`src/rtl/rv32i_types.sv`:
```
// Shared types for the RV32I core front end: fetch FSM encoding and the
// default fetch-queue entry layout (PC tag plus instruction word).
package rv32i_types;

    localparam int unsigned XLEN       = 32;
    localparam logic [3:0]  RMASK_WORD = 4'hF;
    localparam logic [3:0]  RMASK_NONE = 4'h0;

    // IDLE: nothing outstanding; WAIT: one request in flight;
    // SQUASH: the in-flight request was invalidated and its response is dropped.
    typedef enum logic [1:0] {
        IDLE   = 2'd0,
        WAIT   = 2'd1,
        SQUASH = 2'd2
    } fetch_state_t;

    typedef struct packed {
        logic [XLEN-1:0] pc;
        logic [31:0]     inst;
    } fetch_entry_t;

endpackage

```
`src/rtl/fetch_queue.sv`:
```
// Circular instruction queue with enqueue, dequeue and flush. DEPTH must be
// a power of two (pointers wrap by natural overflow). Entry type is a
// parameter so the same queue can hold wider fetch bundles later.
module fetch_queue
    import rv32i_types::*;
#(
    parameter int unsigned DEPTH = 16,
    parameter type         entry_t = fetch_entry_t
) (
    input  logic                     clk,
    input  logic                     rst_n,
    input  logic                     enq,
    input  entry_t                   enq_data,
    input  logic                     deq,
    input  logic                     flush,
    output entry_t                   head,
    output logic [$clog2(DEPTH):0]   count,
    output logic                     full,
    output logic                     empty
);

    localparam int unsigned PTR_W = $clog2(DEPTH);
    localparam int unsigned CNT_W = PTR_W + 1;

    entry_t             mem [DEPTH];
    logic [PTR_W-1:0]   wr_ptr;
    logic [PTR_W-1:0]   rd_ptr;
    logic               deq_ok;

    assign empty  = (count == '0);
    assign full   = (count == CNT_W'(DEPTH));
    assign deq_ok = deq && !empty;
    assign head   = mem[rd_ptr];

    // Pointer and occupancy bookkeeping; flush discards everything at once.
    always_ff @(posedge clk or negedge rst_n) begin
        if (!rst_n) begin
            wr_ptr <= '0;
            rd_ptr <= '0;
            count  <= '0;
        end else if (flush) begin
            wr_ptr <= '0;
            rd_ptr <= '0;
            count  <= '0;
        end else begin
            if (enq) begin
                wr_ptr <= wr_ptr + PTR_W'(1);
            end
            if (deq_ok) begin
                rd_ptr <= rd_ptr + PTR_W'(1);
            end
            if (enq && !deq_ok) begin
                count <= count + CNT_W'(1);
            end else if (!enq && deq_ok) begin
                count <= count - CNT_W'(1);
            end
        end
    end

    // Entry storage; cleared on reset so the head reads as zero when empty.
    always_ff @(posedge clk or negedge rst_n) begin
        if (!rst_n) begin
            for (int i = 0; i < int'(DEPTH); i++) begin
                mem[i] <= '0;
            end
        end else if (enq && !flush) begin
            mem[wr_ptr] <= enq_data;
        end
    end

    // Writing into a full queue would overwrite the head entry; the parent's
    // issue gating keeps at most DEPTH instructions queued or in flight.
    assert property (@(posedge clk) disable iff (!rst_n) !(enq && full));

endmodule

```
`src/rtl/fetch_unit.sv`:
```
// Instruction-fetch front end: owns the PC, issues one word read at a time
// to the I-cache, and buffers returned words tagged with their PC. A
// redirect flushes the queue and squashes any response still in flight.
// Issue is gated on the projected queue occupancy so that a response can
// always be accepted when it returns.
module fetch_unit
    import rv32i_types::*;
#(
    parameter int unsigned           IQ_DEPTH   = 16,
    parameter int unsigned           ADDR_WIDTH = 32,
    parameter logic [ADDR_WIDTH-1:0] RESET_PC   = ADDR_WIDTH'(32'h1eceb000)
) (
    input  logic                  clk,
    input  logic                  rst_n,
    input  logic                  mem_ready,
    output logic [ADDR_WIDTH-1:0] icache_addr,
    output logic [3:0]            icache_rmask,
    input  logic [31:0]           icache_rdata,
    input  logic                  icache_resp,
    input  logic                  redirect_valid,
    input  logic [ADDR_WIDTH-1:0] redirect_pc,
    input  logic                  deq,
    output logic [31:0]           inst_out,
    output logic [ADDR_WIDTH-1:0] pc_out,
    output logic                  empty,
    output logic                  full
);

    localparam int unsigned CNT_W = $clog2(IQ_DEPTH) + 1;

    typedef struct packed {
        logic [ADDR_WIDTH-1:0] pc;
        logic [31:0]           inst;
    } entry_t;

    fetch_state_t           state;
    fetch_state_t           state_d;
    logic [ADDR_WIDTH-1:0]  pc;
    logic [ADDR_WIDTH-1:0]  fetch_pc;
    logic [ADDR_WIDTH-1:0]  redirect_aligned;
    logic [CNT_W-1:0]       count;
    logic [CNT_W:0]         projected;
    logic                   enq;
    logic                   deq_ok;
    logic                   can_issue;
    logic                   issue;
    entry_t                 enq_entry;
    entry_t                 head;
    logic                   unused_bits;

    // Low address bits of a redirect target are ignored.
    assign redirect_aligned = {redirect_pc[ADDR_WIDTH-1:2], 2'b00};
    assign unused_bits      = ^redirect_pc[1:0];

    // A response is kept only if it belongs to a live request and no redirect
    // arrives in the same cycle.
    assign enq    = (state == WAIT) && icache_resp && !redirect_valid;
    assign deq_ok = deq && !redirect_valid && !empty;

    // Occupancy after this cycle's enqueue/dequeue; issuing only while it is
    // below IQ_DEPTH reserves a slot for the response.
    assign projected = {1'b0, count} + (CNT_W + 1)'(enq) - (CNT_W + 1)'(deq_ok);
    assign can_issue = mem_ready && !redirect_valid
                       && (projected < (CNT_W + 1)'(IQ_DEPTH));

    assign enq_entry.pc   = fetch_pc;
    assign enq_entry.inst = icache_rdata;
    assign inst_out       = head.inst;
    assign pc_out         = head.pc;

    // State register.
    always_ff @(posedge clk or negedge rst_n) begin
        if (!rst_n) begin
            state <= IDLE;
        end else begin
            state <= state_d;
        end
    end

    // Next-state logic; redirect outranks issue and enqueue.
    always_comb begin
        state_d = state;
        unique case (state)
            IDLE: begin
                if (can_issue) begin
                    state_d = WAIT;
                end
            end
            WAIT: begin
                if (redirect_valid) begin
                    // A response arriving with the redirect is simply dropped.
                    state_d = icache_resp ? IDLE : SQUASH;
                end else if (icache_resp) begin
                    state_d = can_issue ? WAIT : IDLE;
                end
            end
            SQUASH: begin
                // The stale response ends the squash even if another redirect
                // lands in the same cycle; nothing else is outstanding then.
                if (icache_resp) begin
                    state_d = IDLE;
                end
            end
            default: state_d = IDLE;
        endcase
    end

    // Output logic: request strobe and address.
    always_comb begin
        issue        = 1'b0;
        icache_addr  = fetch_pc;
        icache_rmask = RMASK_NONE;
        unique case (state)
            IDLE:    begin
                icache_addr = pc;
                issue       = can_issue;
            end
            WAIT:    issue = icache_resp && can_issue;
            SQUASH:  issue = 1'b0;
            default: issue = 1'b0;
        endcase
        if (issue) begin
            icache_addr  = pc;
            icache_rmask = RMASK_WORD;
        end
    end

    // PC and in-flight address tracking.
    always_ff @(posedge clk or negedge rst_n) begin
        if (!rst_n) begin
            pc       <= RESET_PC;
            fetch_pc <= RESET_PC;
        end else begin
            if (redirect_valid) begin
                pc <= redirect_aligned;
            end else if (issue) begin
                pc <= pc + ADDR_WIDTH'(4);
            end
            if (issue) begin
                fetch_pc <= pc;
            end
        end
    end

    fetch_queue #(
        .DEPTH   (IQ_DEPTH),
        .entry_t (entry_t)
    ) u_queue (
        .clk      (clk),
        .rst_n    (rst_n),
        .enq      (enq),
        .enq_data (enq_entry),
        .deq      (deq_ok),
        .flush    (redirect_valid),
        .head     (head),
        .count    (count),
        .full     (full),
        .empty    (empty)
    );

endmodule

```
`config.mk`:
```
export PLATFORM = sky130hd
export DESIGN_NAME = fetch_unit
export DESIGN_NICKNAME = d
export VERILOG_FILES = /design/src/rtl/rv32i_types.sv /design/src/rtl/fetch_queue.sv /design/src/rtl/fetch_unit.sv
export SDC_FILE = /design/constraint.sdc
export NUM_CORES = 1
export LEC_CHECK = 0
export ABC_CLOCK_PERIOD_IN_PS = 2900
export BUFFER_PORTS_ARGS = -buffer_cell sky130_fd_sc_hd__buf_2
export CORE_MARGIN = 1
export CORE_UTILIZATION = 45
export CTS_BUF_LIST = sky130_fd_sc_hd__clkbuf_16
export DETAILED_ROUTE_END_ITERATION = 10
export PLACE_DENSITY = 0.61
export SLEW_MARGIN = 0
export SYNTH_ARGS = -nofsm -noshare
export SYNTH_HDL_FRONTEND = slang
export SYNTH_SLANG_ARGS = --single-unit
```
`constraint.sdc`:
```
create_clock -name clk -period 2.9 [get_ports clk]
set_input_delay 0 -clock clk [delete_from_list [all_inputs] [get_ports clk]]
set_output_delay 0 -clock clk [all_outputs]
set_load 0.005 [all_outputs]
```
---- After elaboration in Yosys (flattened, before gate mapping) ----
Index checks and enable logic that the tools add are counted.
word-level totals
  register bits after elaboration ......... 1103
  bits of input ports ..................... 70
  output and inout bits ................... 102
  word-level logic and storage cells ...... 106
cells by class
  add/subtract/negate cells ............... 7
  $lt $le $gt $ge ......................... 4
  eq/ne operators ......................... 6
  multiplexer cells ....................... 26
  bitwise operators ....................... 2
  reductions and logical operators ........ 23
operator list
  kind                     count
  $bwmux W1024             1
  $bmux W64 S4             1
  $demux W64 S4            1
  $mux W64                 3
  $mux W32                 4
  $add A32 B3 Y32 const B  1
  $mux W4                  5
  $mux W5                  3
  $logic_and A1 B1 Y1      12
  $ge A5 B5 Y1 const B     2
  $mux W2                  5
  $not A4 Y5               2
  $add A4 B1 Y4 const B    2
  $add A5 B1 Y6            1
  $lt A6 B5 Y1 const B     1
  $pmux W2 S3              1
  $reduce_bool A2 Y1       3
  $sub A6 B1 Y6            1
  $add A5 B1 Y5 const B    1
  $eq A5 B5 Y1 const B     1
  $logic_not A5 Y1         1
  $lt A5 B1 Y1 const B     1
  $sub A5 B1 Y5 const B    1
  $logic_not A1 Y1         4
  9 further kinds          10

---- Depth between registers and ports, before layout ----
Gate-level depths: netlist (run 1).
  depth in word-level cells ............... 11
  depth in mapped cells ................... 17
  mapped depth without buffers ............ 15

---- Hierarchy ----
From an unflattened synthesis (run 1), not the netlist that was laid out.
unflattened totals
  cells, all modules ...................... 3429
  area, all modules ....................... 51907.3 um^2
by module, submodules not included
  module       instances  cells each  area an instance (um^2)  sequential area each (um^2)
  fetch_queue  1          2862        47061.4                  25949.9
  fetch_unit   1          567         4845.9                   1581.5

---- Least setup slack after synthesis (run 1) ----
Ideal clock, no wire load.
  kind .................................... register to register
  start ................................... reg u_queue.count[2]
  end ..................................... reg pc[11]
  library setup time ...................... 126 ps
  arrival time ............................ 3125 ps
  required time ........................... 2774 ps
  slack ................................... -351 ps
  cell stages (with the launch flop) ...... 17
  buffers on the path ..................... 1
  period minus slack after synthesis ...... 3251 ps
  cell sequence ........................... dfrtp_1 inv_1 ha_1 nor4b_1 nand2b_1 nor2_1 ha_1 inv_1 ha_1 nor4bb_1 and2_4 o211a_1 nor2_2 inv_2 buf_2 a21o_1 a221o_1
between the ends
  longest elaborated chain between the ends .. 9
  elaborated cells on any way between the ends .. 10
  classes of those cells .................. add/sub (2); order compare (1); mux (1); reduce/logical (6)
RTL lines
  item                            line               text
  from (decl)                     fetch_queue.sv:17  output logic [$clog2(DEPTH):0] count,
  from (signal assigned)          fetch_queue.sv:53  count <= count + CNT_W'(1);
  from (signal assigned)          fetch_queue.sv:55  count <= count - CNT_W'(1);
  $logic_not A5 Y1 *              fetch_queue.sv:30  assign empty = (count == '0);
  net empty                       fetch_unit.sv:25   output logic empty,
  $logic_not A1 Y1 *              fetch_unit.sv:58   assign deq_ok = deq && !redirect_valid && !empty;
  $logic_and A1 B1 Y1 *           fetch_unit.sv:58
  $sub A6 B1 Y6 *                 fetch_unit.sv:62   assign projected = {1'b0, count} + (CNT_W + 1)'(enq) - (CNT_W + 1)'(deq_ok);
  $lt A6 B5 Y1 *                  fetch_unit.sv:64   && (projected < (CNT_W + 1)'(IQ_DEPTH));
  $logic_and A1 B1 Y1 *           fetch_unit.sv:64
  $logic_and A1 B1 Y1             fetch_unit.sv:118  WAIT: issue = icache_resp && can_issue;
  $pmux W1 S2 *                   fetch_unit.sv:113  unique case (state)
  $reduce_bool A2 Y1 (no line) *  --
  to (signal assigned)            fetch_unit.sv:135  pc <= redirect_aligned;
  to (signal assigned)            fetch_unit.sv:137  pc <= pc + ADDR_WIDTH'(4);
  to (decl)                       fetch_unit.sv:38   logic [ADDR_WIDTH-1:0] pc;
The timed path passes the listed nets; every way through them passes the cells marked *.
A chain may end at the register's enable or synchronous reset.

---- Final worst setup path (run 1) ----
  start ................................... reg u_queue.count[3]
  end ..................................... out icache_addr[22]
between the ends
  longest elaborated chain between the ends .. 9
  elaborated cells on any way between the ends .. 10
  classes of those cells .................. add/sub (2); order compare (1); mux (2); reduce/logical (5)
RTL lines
  item                                                   line               text
  branches (longest 3 deep; another with $add A5 B1 Y6)  --
  $sub A6 B1 Y6 *                                        fetch_unit.sv:62
  $lt A6 B5 Y1 *                                         fetch_unit.sv:64
  $logic_and A1 B1 Y1 *                                  fetch_unit.sv:64
  $logic_and A1 B1 Y1                                    fetch_unit.sv:118
  $pmux W1 S2 *                                          fetch_unit.sv:113
  $mux W32 *                                             fetch_unit.sv:122  if (issue) begin
  to (decl)                                              fetch_unit.sv:16   output logic [ADDR_WIDTH-1:0] icache_addr,
Mark *: on every way between the ends.

==> results of run 1 <==
sequential cells by signal, summed over array words and instances, names as in the netlist:
signal and count:
u_queue.mem 992, u_queue.rd_ptr 4, pc 30, state 2, fetch_pc 30, u_queue.count 5, u_queue.wr_ptr 4
stage by stage:
step           total power (W)  std cells  area, um2  setup TNS, ns
3_3_place_gp            0.0260       4460      51600          -6.26
6_report                0.0428       4813      57900         -53.73
5_1_grt                 0.0446       4811      57900         -64.96
3_5_place_dp            0.0264       4460      51600         -12.99
2_1_floorplan           0.0226       3037      48500              0
4_1_cts                 0.0431       4808      57700         -54.59
worst max-delay path by stage:
stage | endpoint | from | cells past startpoint
detailed placement | icache_addr[4] | u_queue.count[3]$_DFFE_PN0P_ | 15
global placement | icache_addr[4] | u_queue.count[3]$_DFFE_PN0P_ | 15
CTS | icache_addr[4] | u_queue.count[2]$_DFFE_PN0P_ | 16
floorplan | pc[11]$_DFFE_PN0P_ | u_queue.count[3]$_DFFE_PN0P_ | 16
finish | icache_addr[22] | u_queue.count[3]$_DFFE_PN0P_ | 16
global route | icache_addr[22] | u_queue.count[2]$_DFFE_PN0P_ | 16
worst max-delay path, stage by stage, from the launching register on:
cell and delay, ns:
dfrtp_1 0.40, inv_2 0.09, ha_4 0.13, nor4b_4 0.22, nand2b_4 0.19, nor2_2 0.04, ha_2 0.17, inv_2 0.06
ha_4 0.19, nor4bb_4 0.14, and2_4 0.16, o41a_1 0.38, o22ai_4 0.20, buf_6 0.19, buf_12 0.18, mux2_4 0.33
buf_6 0.12
logic make-up (layout without fill, tap and decap cells):
logic type | count (synthesis) | count (layout) | synth area share [%]
fa+ha+maj | 16 | 16 | 0.429
other cells | 1 | 6 | 0.00774
compound gates | 92 | 92 | 1.39
mux | 1332 | 1332 | 38.2
xor+xnor | 14 | 14 | 0.253
flops | 1067 | 1067 | 55.2
simple gates | 223 | 223 | 2.17
buf+inv | 289 | 660 | 2.42
metal layers:
layer  share of wire, %  track usage (%)  vias to the layer above
met5              0.021                0                        -
met4                2.3             6.74                        4
met3                3.8             2.97                      202
met2                 51             41.5                      669
met1                 43             32.5                    15500
li1                   -                -                    11900
final cells by class:
class                           count  area share (%)
Clock buffer                      116            5.02
Multi-Input combinational cell   1681            36.6
Inverter                           19           0.123
Timing Repair Buffer              435            8.05
Tap cell                         1403            3.03
Sequential cell                  1067            46.2
Antenna cell                        2         0.00865
Clock inverter                     90           0.999
power by group:
| group | internal, W | switching (W) |
|---|---|---|
| clock | 0.00765 | 0.00595 |
| sequential | 0.0159 | 0.00169 |
| combinational | 0.00647 | 0.00519 |
| total | 0.0300 | 0.0128 |
cells in the mapped netlist, types with 6 or more instances:
| cell type | count |
|---|---|
| clkbuf_1 | 211 |
| dfstp_2 | 24 |
| mux2_2 | 1022 |
| mux4_2 | 310 |
| ha_1 | 15 |
| dfrtp_1 | 1043 |
| inv_1 | 18 |
| buf_2 | 30 |
| a21oi_1 | 15 |
| nand2_1 | 117 |
| nand4_1 | 6 |
| a221o_1 | 17 |
| and2_1 | 6 |
| o21ai_0 | 16 |
| buf_4 | 12 |
| xnor2_1 | 9 |
| buf_1 | 16 |
| nor2_1 | 24 |
| nand3_1 | 15 |
| nor3_1 | 16 |
| a21o_1 | 14 |
| nor2b_1 | 9 |
| o21bai_1 | 6 |
timing repair:
action | 4_1_cts | 5_1_grt
gates resized for setup | 182 | 77
gates cloned | 24 | 3
hold buffers | 75 | 0
endpoints found under the setup margin | 145 | 114
setup buffers | 43 | 17
endpoints found under the hold margin | 1596 | 0
pin swaps | 22 | 19
==> flow_summary.yaml, run 1 <==
critical_path:
  cp_max_fo: 7
  required_ns: 2.90
  r2r_slack_ns: -0.63
  r2r_start: "u_queue.count[3]$_DFFE_PN0P_"
  r2r-end: "pc[8]$_DFFE_PN0P_"
  timing.reg2reg.worst_path_depth: 21
  crit_arrival_ns: 3.87
  critPathLaunchType: "flip-flop"
  crit_type: "flip-flop to primary output"
  endpoint_kind: "primary output"
route:
  via_per_inst: 5.88
  ant_nets: 0
  first_pass_iters: 8
  drtIter0Drc: 1622
  wire_per_inst_um: 26.9
  totalWireLength_mm: 130
  drc: 2
  via_count: 28300
sta:
  rsz0062_at_grt: "true"
  slew_violations: 0
  finalSetupViolCount: 96
  clock_skew_ns: 0.0173
  fin_ws_ns: -0.974
  hold_viol_final: 0
  max_freq_ghz: 0.258
  whs_ns: 0.0864
  min_period_ns: 3.87
  timing.final.crit_share_pct: 134
  worst_pin_slew_ns: 0.900
  slew_headroom_pct: 40.0
grt:
  grt_antenna_before_repair: 3
  grt_max_degree: 119
  grt_first_pass_wirelength_mm: 198
  first_global_vias: 31400
  track_usage_pct: 24.2
  grt-ovfl-total: 0
yosys:
  ys_seq_elements: 1067
  synth_enable_flop_cells: 0
  synthFlopType: "dfrtp_1"
  synth_top_area_share_pct: 53.9
  syn_inst: 3034
  ys_seq_area_share_pct: 55.2
  yosysTopAreaCell: "dfrtp_1"
  ys_async_sr_fraction_pct: 100
  syn_area_um2: 48500
  yosysWarnings: 0
  synth.top_cells.by_area: "dfrtp_1 54%, mux2_2 24%, mux4_2 14%"
  synth.distinct_cells: 58
  syn_avg_cell_area_um2: 16.0
pwr:
  vdd_drop_max_mv: 0.558
  power_density_nw_per_um2: 740
  leakagePower_nw: 28.1
finish:
  drive_gt1_share_pct: 57.7
  multi_input_area_um2: 21200
  mostFrequentLayoutCell: "dfrtp_1"
  fin_util_pct: 54.1
  finalNetCount: 3404
  nFillCells: 8444
  register_area_um2: 26700
  syn2layout_area_growth_pct: 19.4
  layout_common_cells: "1039 x dfrtp_1, 997 x mux2_2, 310 x mux4_2"
clocking:
  clk_latency_ns: 0.69
  cts_tree: "yes"
  cts.sinks: 1067
  cts_inserted_buffers: 114
  cts_max_path_buffers: 3
  cts_htree_levels: 3
  cts_root_buf: "clkbuf_16"
  clk_pin_slew_worst_paths_ns: 0.07
floorplan:
  die_w_um: 330
  num_io_pins: 172
  row_count: 120
  start_util_pct: 45.3
  die_h_um: 330
  fp.coreArea_um2: 107000
  die_area_um2: 109000
place:
  hpwl_mm: 73.7
  place.gp.congestion: 0.789
  port_buffers: 165
  pre_cts_slack_ns: -0.316
worst_hold_path:
  hold_path_end: "pc[24]$_DFFE_PN0P_"
  hold_depth: 4
  worstHoldStart: "redirect_pc[24]"
  hp-class: "input port to flip-flop"
outcome:
  violations: "design-rule violations, negative setup slack"
  status: "finished with violations"
flow_run:
  maxCapViolations: 0
Power figures use the tool's default switching activity.
==> inputs of run 2 (changes only) <==
--- a/config.mk
+++ b/config.mk
@@ -12,6 +12,7 @@
 export CTS_BUF_LIST = sky130_fd_sc_hd__clkbuf_16
 export DETAILED_ROUTE_END_ITERATION = 10
 export PLACE_DENSITY = 0.61
+export REMOVE_ABC_BUFFERS = 1
 export SLEW_MARGIN = 0
 export SYNTH_ARGS = -nofsm -noshare
 export SYNTH_HDL_FRONTEND = slang
==> flow_summary.yaml, run 2 (synthesis gave the netlist of run 1 again) <==
critical_path:
  crit_arrival_ns: 3.84
  critPathLaunchType: "flip-flop"
  cp_slowest_cell: "o41a_1"
  cp_cell_sequence: "inv_2 > ha_4 > nor4b_4 > nand2b_4 > nor2_4 > ha_4 > inv_2 > ha_4 > nor4bb_4 > and2_4 > o41a_1 > o22ai_4 > buf_12 > buf_16 > mux2_4 > buf_6"
  cp_max_fo: 8
  endpoint_kind: "primary output"
  cpPeakStageDelay_ns: 0.45
  required_ns: 2.90
  path_common_cell: "ha_4"
  startpoint: "u_queue.count[2]$_DFFE_PN0P_"
  crit_type: "flip-flop to primary output"
  r2r_start: "u_queue.count[2]$_DFFE_PN0P_"
clocking:
  cts_inserted_buffers: 113
  clk_pin_slew_worst_paths_ns: 0.06
  cts_htree_levels: 3
  cts_tree: "yes"
  clk_latency_ns: 0.69
  cts.sinks: 1067
  cts_root_buf: "clkbuf_16"
  cts_max_path_buffers: 3
floorplan:
  num_io_pins: 172
  die_w_um: 330
  row_count: 120
  start_util_pct: 45.3
  die_area_um2: 109000
  die_h_um: 330
  fp.coreArea_um2: 107000
finish:
  finalNonFillerCells: 4816
  largest_register: "u_queue.mem"
  reg_top3: "u_queue.mem (992), fetch_pc (30), pc (30)"
  layout_common_cells: "1039 x dfrtp_1, 992 x mux2_2, 310 x mux4_2"
  drive_gt1_share_pct: 57.6
  final_cell_area_um2: 58600
  finalNetCount: 3406
  syn2layout_area_growth_pct: 20.9
  mostFrequentLayoutCell: "dfrtp_1"
  diodes: 0
  largest_register_ffs: 992
  nFillCells: 8379
  fin_util_pct: 54.8
route:
  first_pass_iters: 5
  wire_per_inst_um: 26.9
  via_count: 28400
  drc: 0
  totalWireLength_mm: 130
  via_per_inst: 5.89
  ant_nets: 0
  drtIter0Drc: 1778
grt:
  use_met1_pct: 32.4
  grt_util_met2_pct: 40.9
  grt_max_degree: 124
  gr-usage-met3_pct: 3.65
  track_usage_pct: 24.1
  first_global_vias: 31700
  grt-busiest-layer: "met2"
  grt_antenna_before_repair: 0
  grt_first_pass_wirelength_mm: 198
  grt-ovfl-total: 0
pwr:
  pwr-share-comb_pct: 27.1
  p_switching_w: 0.0128
  power_frac_seq_pct: 40.2
  p_int_w: 0.0309
  power_density_nw_per_um2: 747
  clkPwrFrac_pct: 32.7
  power.share.switching_pct: 29.3
  leakagePower_nw: 28.5
  vdd_drop_max_mv: 0.609
sta:
  totalNegativeSetupSlack_ns: -54.90
  fin_ws_ns: -0.943
  whs_ns: 0.0841
  worst_pin_slew_ns: 0.919
  hold_viol_final: 0
  min_period_ns: 3.84
  slew_headroom_pct: 38.8
  clock_skew_ns: 0.0214
  finalSetupViolCount: 94
  slew_violations: 0
  max_freq_ghz: 0.260
  rsz0062_at_grt: "true"
  timing.final.crit_share_pct: 133
place:
  hpwl_mm: 74.8
  place.gp.congestion: 0.828
  dp_cells: 4457
  placed_cell_area_um2: 51900
  port_buffers: 165
flow_run:
  maxCapViolations: 0
outcome:
  status: "finished with violations"
  violations: "negative setup slack"
worst_hold_path:
  hp-class: "input port to async pin"
-- run 2: what timing repair did --
item                                     CTS  global route
resized for setup                        203            54
hold buffers                              71             0
buffers inserted                          45            16
endpoints found under the setup margin   140           129
hold endpoints to repair                1319             0
cloned                                    29             6
pin swaps                                 39            18
-- run 2: through the flow --
step | setup WS, ns | power (W)
final | -0.943 | 0.0437
after global routing | -1.06 | 0.0456
after CTS | -0.875 | 0.0438
after detailed placement | -0.308 | 0.0262
after global placement | -0.269 | 0.0259
after floorplan | -7.69 | 0.0213
-- run 2: metal layers --
metal	vias up	wire, um
li1	11900	-
met1	15500	55300
met2	745	65300
met3	202	6110
met4	0	2740
met5	-	0
-- run 2: final cells by class --
cell class	count	area (um2)	share of cell area (%)
Clock buffer	116	2900	4.95
Sequential cell	1067	26700	45.6
Timing Repair Buffer	438	5220	8.92
Clock inverter	92	743	1.27
Multi-Input combinational cell	1681	21100	36.1
Inverter	19	76.3	0.130
Tap cell	1403	1760	3.00
-- run 2: critical path, delay by kind of cell (launching register included) --
kind                     cells  cell delay, ns
multiplexers                 1            0.32
AND/OR/NAND/NOR              5            0.75
buffers and inverters        5            0.58
adder cells (fa/ha/maj)      3            0.47
AO/OA/AOI/OAI                2            0.65
flip-flops                   1            0.39
-- run 2: power by group through the flow --
stage | combinational, W | clock (W) | sequential, W
5_1_grt | 0.0126 | 0.0152 | 0.0177
6_report | 0.0119 | 0.0143 | 0.0176
4_1_cts | 0.0117 | 0.0146 | 0.0175
2_1_floorplan | 0.00395 | 0 | 0.0173
3_5_place_dp | 0.00841 | 0 | 0.0177
3_3_place_gp | 0.00821 | 0 | 0.0176
-- run 2: final timing paths --
check                                               end  cells after the start  slack [ns]
min                        u_queue.mem[139]$_DFFE_PN0P_                      3        0.08
max in group asynchronous  u_queue.mem[958]$_DFFE_PN0P_                      3        2.10
min in group clk                     pc[22]$_DFFE_PN1P_                      3        0.09
min reg2reg                u_queue.mem[548]$_DFFE_PN0P_                      1        0.50
max                                     icache_addr[15]                     16       -0.94
max reg2reg                          pc[30]$_DFFE_PN0P_                     21       -0.54
